===== src/rtl/fetch_unit_pkg.sv =====
// Shared types and default sizes for the fetch stage.
package fetch_unit_pkg;

    typedef enum logic [1:0] {
        IDLE = 2'd0,
        LOAD = 2'd1,
        RUN  = 2'd2,
        HALT = 2'd3
    } fetch_state_t;

    localparam int PC_W   = 10;
    localparam int LUT_AW = 5;
    localparam int CNT_W  = 16;

endpackage


===== src/rtl/fetch_unit_branch_lut.sv =====
// Writable table of absolute branch targets: one synchronous write port and one combinational read port.
module branch_lut #(
    parameter int AW = 5,
    parameter int DW = 10
) (
    input  logic          i_clk,
    input  logic          i_rst_n,
    input  logic          i_wrEn,
    input  logic [AW-1:0] i_wrAddr,
    input  logic [DW-1:0] i_wrData,
    input  logic [AW-1:0] i_rdAddr,
    output logic [DW-1:0] o_rdData
);

    logic [DW-1:0] r_table [2**AW];

    always_ff @(posedge i_clk or negedge i_rst_n) begin
        if (!i_rst_n) begin
            for (int i = 0; i < 2**AW; i++) begin
                r_table[i] <= '0;
            end
        end else if (i_wrEn) begin
            r_table[i_wrAddr] <= i_wrData;
        end
    end

    // The read returns the value stored before any same-cycle write lands.
    assign o_rdData = r_table[i_rdAddr];

endmodule


===== src/rtl/fetch_unit.sv =====
// Program counter and fetch sequencer: start load, sequential advance, LUT-based branches, halt.
module fetch_unit
    import fetch_unit_pkg::*;
#(
    parameter int PC_W   = fetch_unit_pkg::PC_W,
    parameter int LUT_AW = fetch_unit_pkg::LUT_AW,
    parameter int CNT_W  = fetch_unit_pkg::CNT_W
) (
    input  logic              Clk,
    input  logic              Reset,
    input  logic              Start,
    input  logic [PC_W-1:0]   StartAddr,
    input  logic              Ack,
    input  logic              BranchEn,
    input  logic              BranchTaken,
    input  logic [LUT_AW-1:0] BranchIdx,
    input  logic              Stall,
    input  logic              LutWrEn,
    input  logic [LUT_AW-1:0] LutWrAddr,
    input  logic [PC_W-1:0]   LutWrData,
    output logic [PC_W-1:0]   ProgCtr,
    output logic              Fetching,
    output logic              Done,
    output logic              PcWrap,
    output logic [CNT_W-1:0]  CycleCnt
);

    fetch_state_t    r_state;
    logic [PC_W-1:0]  r_pc;
    logic [CNT_W-1:0] r_cycleCnt;
    logic             r_pcWrap;
    logic [PC_W-1:0]  w_lutTarget;

    branch_lut #(
        .AW (LUT_AW),
        .DW (PC_W)
    ) u_lut (
        .i_clk    (Clk),
        .i_rst_n  (Reset),
        .i_wrEn   (LutWrEn),
        .i_wrAddr (LutWrAddr),
        .i_wrData (LutWrData),
        .i_rdAddr (BranchIdx),
        .o_rdData (w_lutTarget)
    );

    // Start overrides everything; within RUN, Ack beats Stall which beats a taken branch.
    always_ff @(posedge Clk or negedge Reset) begin
        if (!Reset) begin
            r_state    <= IDLE;
            r_pc       <= '0;
            r_cycleCnt <= '0;
            r_pcWrap   <= 1'b0;
        end else begin
            r_pcWrap <= 1'b0;
            if (Start) begin
                r_state    <= LOAD;
                r_pc       <= StartAddr;
                r_cycleCnt <= '0;
            end else begin
                case (r_state)
                    IDLE: r_state <= IDLE;
                    LOAD: r_state <= RUN;
                    RUN: begin
                        if (r_cycleCnt != {CNT_W{1'b1}}) begin
                            r_cycleCnt <= r_cycleCnt + CNT_W'(1);
                        end
                        if (Ack) begin
                            r_state <= HALT;
                        end else if (Stall) begin
                            r_pc <= r_pc;
                        end else if (BranchEn && BranchTaken) begin
                            r_pc <= w_lutTarget;
                        end else begin
                            r_pc     <= r_pc + PC_W'(1);
                            r_pcWrap <= (r_pc == {PC_W{1'b1}});
                        end
                    end
                    HALT: r_state <= HALT;
                    default: r_state <= IDLE;
                endcase
            end
        end
    end

    assign ProgCtr  = r_pc;
    assign CycleCnt = r_cycleCnt;
    assign PcWrap   = r_pcWrap;
    assign Fetching = (r_state == RUN);
    assign Done     = (r_state == HALT);

endmodule


===== config.mk =====
export PLATFORM = sky130hd
export DESIGN_NAME = fetch_unit
export DESIGN_NICKNAME = d
export VERILOG_FILES = /design/src/rtl/fetch_unit_pkg.sv /design/src/rtl/fetch_unit_branch_lut.sv /design/src/rtl/fetch_unit.sv
export SDC_FILE = /design/constraint.sdc
export NUM_CORES = 1
export LEC_CHECK = 0
export BUFFER_PORTS_ARGS = -buffer_cell sky130_fd_sc_hd__buf_2
export CORE_ASPECT_RATIO = 1.75
export CORE_MARGIN = 2
export CORE_UTILIZATION = 60
export CTS_CLUSTER_SIZE = 30
export DETAILED_ROUTE_END_ITERATION = 10
export HOLD_SLACK_MARGIN = 0.1
export PLACE_DENSITY_LB_ADDON = 0.08
export SYNTH_ARGS = -nofsm -noshare
export SYNTH_HDL_FRONTEND = slang
export SYNTH_SLANG_ARGS = --single-unit

===== constraint.sdc =====
create_clock -name Clk -period 4.85 [get_ports Clk]
set_input_delay 0.97 -clock Clk [delete_from_list [all_inputs] [get_ports Clk]]
set_output_delay 0.97 -clock Clk [all_outputs]
set_load 0.05 [all_outputs]

# Word level (Yosys, flattened, before mapping)
# Cells that the tools add are included.
[classes]
add_sub_neg = 2
magnitude_cmp = 3
eq_ne = 8
muxes = 22
bitwise = 2
reduce_logical = 7
[ops]
columns = ["cell", "n"]
rows = [
  ["$bwmux W320", 1],
  ["$mux W10", 8],
  ["$bmux W10 S5", 1],
  ["$demux W10 S5", 1],
  ["$mux W16", 3],
  ["$add A16 B1 Y16 const B", 1],
  ["$ne A16 B16 Y1 const B", 1],
  ["$ge A6 B6 Y1 const B", 2],
  ["$not A5 Y6", 2],
  ["$add A10 B1 Y10 const B", 1],
  ["$eq A10 B10 Y1 const B", 1],
  ["$pmux W2 S4", 1],
  ["$lt A6 B1 Y1 const B", 1],
  ["$mux W1", 5],
  ["$eq A2 B2 Y1 const B", 2],
  ["$mux W2", 2],
  ["$ne A2 B2 Y1 const B", 2],
  ["$reduce_bool A2 Y1", 2],
  ["$ne A3 B3 Y1 const B", 1],
  ["$reduce_and A3 Y1", 1],
  ["$eq A2 B1 Y1 const B", 1],
  ["$logic_and A1 B1 Y1", 2],
  ["$logic_not A2 Y1", 1],
  ["$reduce_and A2 Y1", 1],
]
[word_totals]
reg_bits = 349
inputBits = 38

# Depth between registers and ports, before layout
[depth]
ltp_word = 9
ltp_mapped = 8
depth_no_buf = 6

# Modules after synthesis
# From an unflattened synthesis, not the netlist that was laid out.
[hier_totals]
cells_unflattened = 1297
hier_area_um2 = 17001.3
[modules_own_cells]
columns = ["mod", "n_inst", "cells_per_inst", "area_per_inst_um2", "seq_area_each_um2"]
rows = [
  ["branch_lut", 1, 1084, 15110.7, 8007.7],
  ["fetch_unit", 1, 213, 1890.6, 725.7],
]

# Worst setup path after synthesis
# OpenSTA, ideal clock, no wires.
[synth_path]
path_type = "input-to-reg"
start = "input port BranchIdx[0]"
end = "register r_pc[1], in the netlist ProgCtr[1]"
t_arrival_ns = 2.416
setup_slack_ns = 2.312
path_stages = 7
path_buffers = 3
cell_sequence = "buf_2 > buf_6 > buf_4 > mux4_2 > mux2i_1 > nand3_1 > a32o_1"
[synth_between]
elab_chain_len = 9
[synth_rtl]
columns = ["element", "line", "rtl"]
rows = [
  ["start, declared", "fetch_unit.sv:16", "input logic [LUT_AW-1:0] BranchIdx,"],
  ["$not A5 Y6 (not written as such)", "fetch_unit_branch_lut.sv:28", "assign o_rdData = r_table[i_rdAddr];"],
  ["$bmux W10 S5", "fetch_unit_branch_lut.sv:28", ""],
  ["$mux W10 (not written as such) (2 in series)", "fetch_unit_branch_lut.sv:28", ""],
  ["$mux W10", "fetch_unit.sv:72", "end else if (BranchEn && BranchTaken) begin"],
  ["$mux W10", "fetch_unit.sv:70", "end else if (Stall) begin"],
  ["$mux W10", "fetch_unit.sv:68", "if (Ack) begin"],
  ["$mux W10", "fetch_unit.sv:61", "case (r_state)"],
  ["$mux W10", "fetch_unit.sv:56", "if (Start) begin"],
  ["end signal, assigned", "fetch_unit.sv:58", "r_pc <= StartAddr;"],
  ["end signal, assigned", "fetch_unit.sv:71", "r_pc <= r_pc;"],
  ["end signal, assigned", "fetch_unit.sv:73", "r_pc <= w_lutTarget;"],
  ["end, declared", "fetch_unit.sv:29", "logic [PC_W-1:0] r_pc;"],
]
# No other way between the ends. The select of a mux whose other input is x is not followed.
# A chain may end at the register's enable or synchronous reset.

# Worst setup path in the final report
[layout_path]
start = "input port BranchIdx[0]"
end = "register r_pc[9], in the netlist ProgCtr[9]"
# The elaborated chain is that of the path after synthesis.

==> flow_metrics.py <==
metrics = {
    "yosys": {
        "yosysWarnings": 0,
        "postSynth.asyncResetShare_pct": 100,
        "synth-seq-cells": 349,
        "synth.largest_area_cell": "dfrtp_1",
        "synthTopCellsByArea": "dfrtp_1, mux2_2, mux4_2",
        "syn_area_per_cell_um2": 14.3,
        "synth_top_cell_area_share_pct": 53.2,
        "synth_cell_type_count": 60,
        "synth_common_cells": "dfrtp_1, mux2_2, mux4_2",
        "netlist_instances": 1152,
        "synth-edff-count": 0,
        "syn-num-nets": 1192,
        "synth.most_common_cell": "dfrtp_1",
        "ys_seq_area_share_pct": 53.2,
        "syn-cell-area_um2": 16400,
        "synth_ff_type": "dfrtp_1",
    },
    "global_routing": {
        "grt_first_pass_wirelength_um": 63900,
        "grt_antenna_before_repair": 2,
        "track_usage_pct": 30.0,
        "grt_max_degree": 119,
        "overflow": 0,
        "grt_pass1_vias": 10577,
    },
    "drt": {
        "routed_wl_um": 41400,
        "wl_per_cell_um": 26.1,
        "dr.pass1.iters": 5,
        "vias": 10115,
        "postRouteAntennaNets": 0,
        "drc": 0,
        "viasPerCell": 6.39,
        "drt_iter0_drc": 741,
    },
    "sta": {
        "post-route-period-util_pct": 59.6,
        "skew_ps": 14.3,
        "setup_tns_ps": 0,
        "fmax_mhz": 346,
        "slew_headroom_pct": 34.6,
        "rsz0062_at_grt": "no",
        "drv_slew": 0,
        "setup_violations": 0,
        "hold_violations": 0,
        "post-route-min-period_ps": 2890,
        "worst_slew_pin_slew_ps": 980,
    },
    "cts": {
        "clock_latency_ps": 530,
        "post_cts_resized": 0,
        "cts_buffers": 34,
        "postCtsHoldBufs": 0,
        "cts_tree": "yes",
        "ctsHtreeMaxLevel": 2,
        "clockBufferDepth": 3,
        "cts_sinks": 349,
        "cts_setup_buffers": 0,
        "path_clk_slew_ps": 60,
        "cts_root_buf": "clkbuf_16",
    },
    "worst_setup_path": {
        "r2r_end": "ProgCtr[3]$_DFFE_PN0P_",
        "critPathCaptureType": "register",
        "cp-endpoint": "ProgCtr[9]$_DFFE_PN0P_",
        "required_ps": 5260,
        "r2r_start": "r_state[0]$_DFFE_PN0P_",
        "path_cells": "buf_4, inv_1, or3_1, o2111ai_1, o211ai_1, o31a_1",
        "cp-start-kind": "primary input",
        "r2r_slack_ps": 2430,
        "crit_buf_inv": 2,
        "crit_path_max_fanout": 41,
        "crit_cells": 6,
        "slowest_delay_ps": 670,
        "path_class": "in -> reg",
        "crit_family": "buffers and inverters",
        "startpoint": "BranchIdx[0]",
        "cp_data_arrival_time_ps": 3300,
        "reg2reg_depth": 4,
        "critPathSlowestCell": "buf_4",
    },
    "place": {
        "portBuffers": 66,
        "dp_hpwl_um": 27100,
        "placed_cells": 1525,
        "gp_congestion": 0.913,
    },
    "power": {
        "pwr_density_cell_nw_per_um2": 423,
        "peakVddDrop_uv": 313,
        "finalPower_mw": 7.68,
        "p_leak_nw": 8.09,
    },
    "final_layout": {
        "stdcell_count": 1584,
        "drive_gt1_share_pct": 45.6,
        "fillers": 1973,
        "syn_to_final_growth_pct": 10.6,
        "fin_nets": 1232,
    },
    "run_status": {
        "status": "finished, final reports clean",
    },
    "floorplan": {
        "design.core.area_um2": 27100,
        "row_count": 80,
        "die-width_um": 129,
        "die_y_um": 223,
        "ios": 67,
        "start_util_pct": 60.5,
        "design.die.area_um2": 28800,
    },
    "job": {
        "cap_violations": 0,
    },
    "min_path": {
        "hp-class": "reg -> reg",
    },
}
==> layout by cell type (no fill, tap or decap), types with 3 or more instances in the layout <==
| master | count |
|---|---|
| and3_1 | 6 |
| mux4_2 | 75 |
| mux2_2 | 328 |
| a21o_1 | 3 |
| nor3_1 | 9 |
| nand3_1 | 12 |
| nand2b_1 | 6 |
| a21oi_1 | 9 |
| a32o_1 | 3 |
| o2111ai_1 | 3 |
| clkbuf_16 | 37 |
| mux2i_1 | 21 |
| nor2_2 | 15 |
| o211ai_1 | 11 |
| nand4_1 | 8 |
| o22ai_1 | 7 |
| a31oi_1 | 3 |
| clkbuf_8 | 7 |
| o221ai_1 | 3 |
| xor2_1 | 8 |
| dfrtp_1 | 349 |
| clkbuf_1 | 8 |
| nand3b_1 | 7 |
| nand2_1 | 63 |
| nor4_1 | 4 |
| buf_12 | 4 |
| buf_2 | 63 |
| nor3b_1 | 5 |
| nor2_1 | 49 |
| and2_1 | 3 |
| nor2b_1 | 7 |
| o21ai_0 | 14 |
| xnor2_1 | 8 |
| clkinv_2 | 4 |
| a211oi_1 | 4 |
| buf_4 | 11 |
==> kinds of logic (layout without fill, tap and decap cells) <==
kind of cell | count (synthesis) | in the layout | synth area share [%]
other cells | 0 | 1 | 0
mux | 425 | 425 | 34.1
compound gates | 76 | 76 | 3.23
buf+inv | 77 | 139 | 2.13
simple gates | 207 | 207 | 6.32
xor+xnor | 16 | 16 | 0.853
fa+ha+maj | 2 | 2 | 0.152
flops | 349 | 349 | 53.2
==> sequential cells by signal (all words and copies together), names as in the netlist <==
signal and flops:
CycleCnt 16, PcWrap 1, ProgCtr 10, r_state 2
u_lut.r_table 320
==> worst min path at each step <==
stage / from / endpoint / slack (ps) / depth (start not counted)
after detailed placement: u_lut.r_table[256]$_DFFE_PN0P_ / u_lut.r_table[256]$_DFFE_PN0P_ / 490 / 1
after floorplan: u_lut.r_table[75]$_DFFE_PN0P_ / u_lut.r_table[75]$_DFFE_PN0P_ / 450 / 1
after CTS: u_lut.r_table[256]$_DFFE_PN0P_ / u_lut.r_table[256]$_DFFE_PN0P_ / 500 / 1
after global routing: u_lut.r_table[158]$_DFFE_PN0P_ / u_lut.r_table[158]$_DFFE_PN0P_ / 520 / 1
after global placement: u_lut.r_table[75]$_DFFE_PN0P_ / u_lut.r_table[75]$_DFFE_PN0P_ / 470 / 1
final: u_lut.r_table[75]$_DFFE_PN0P_ / u_lut.r_table[75]$_DFFE_PN0P_ / 490 / 1
==> layer usage <==
metal,track usage [%],vias up,part of all wire [%]
met5,0,-,0
met4,11.9,0,4.2
met3,4.26,87,4.5
met2,51.7,339,52
met1,38.0,5346,40
li1,-,4343,-
==> worst register-to-register path, stage by stage (launching register included) <==
cell      delay, ps
dfrtp_1         440
nor4b_2         760
nand2_1         350
o311ai_0        610
a32o_1          200
==> report_power, final <==
group	internal, mW	total [mW]	switching (mW)	leakage [nW]
Sequential	3.44	3.72	0.276	4.46
Clock	1.60	2.70	1.10	0.560
Combinational	0.705	1.26	0.554	3.07
==> area by class of cell <==
cell class | instances | area (um2) | share of cell area [%]
flip-flops and latches | 349 | 8730 | 48.1
multi-input cells | 726 | 7340 | 40.4
clock buffers | 52 | 1050 | 5.79
repair buffers | 79 | 493 | 2.71
well taps | 369 | 462 | 2.54
clock inverters | 6 | 80.1 | 0.441
inverters | 2 | 7.51 | 0.0413
diodes | 1 | 2.50 | 0.0138
==> per-stage QoR <==
step | setup WS, ps | hold slack, ps | util [%] | area (um2)
after floorplan | 2310 | 453 | - | 16400
after global placement | 1430 | 467 | 62.8 | 17000
after detailed placement | 1410 | 488 | 62.8 | 17000
after CTS | 1960 | 501 | 67.0 | 18200
after global routing | 1810 | 516 | 67.0 | 18200
final | 1960 | 494 | 67.0 | 18200
Note: power is estimated with default switching activity, not from simulation.
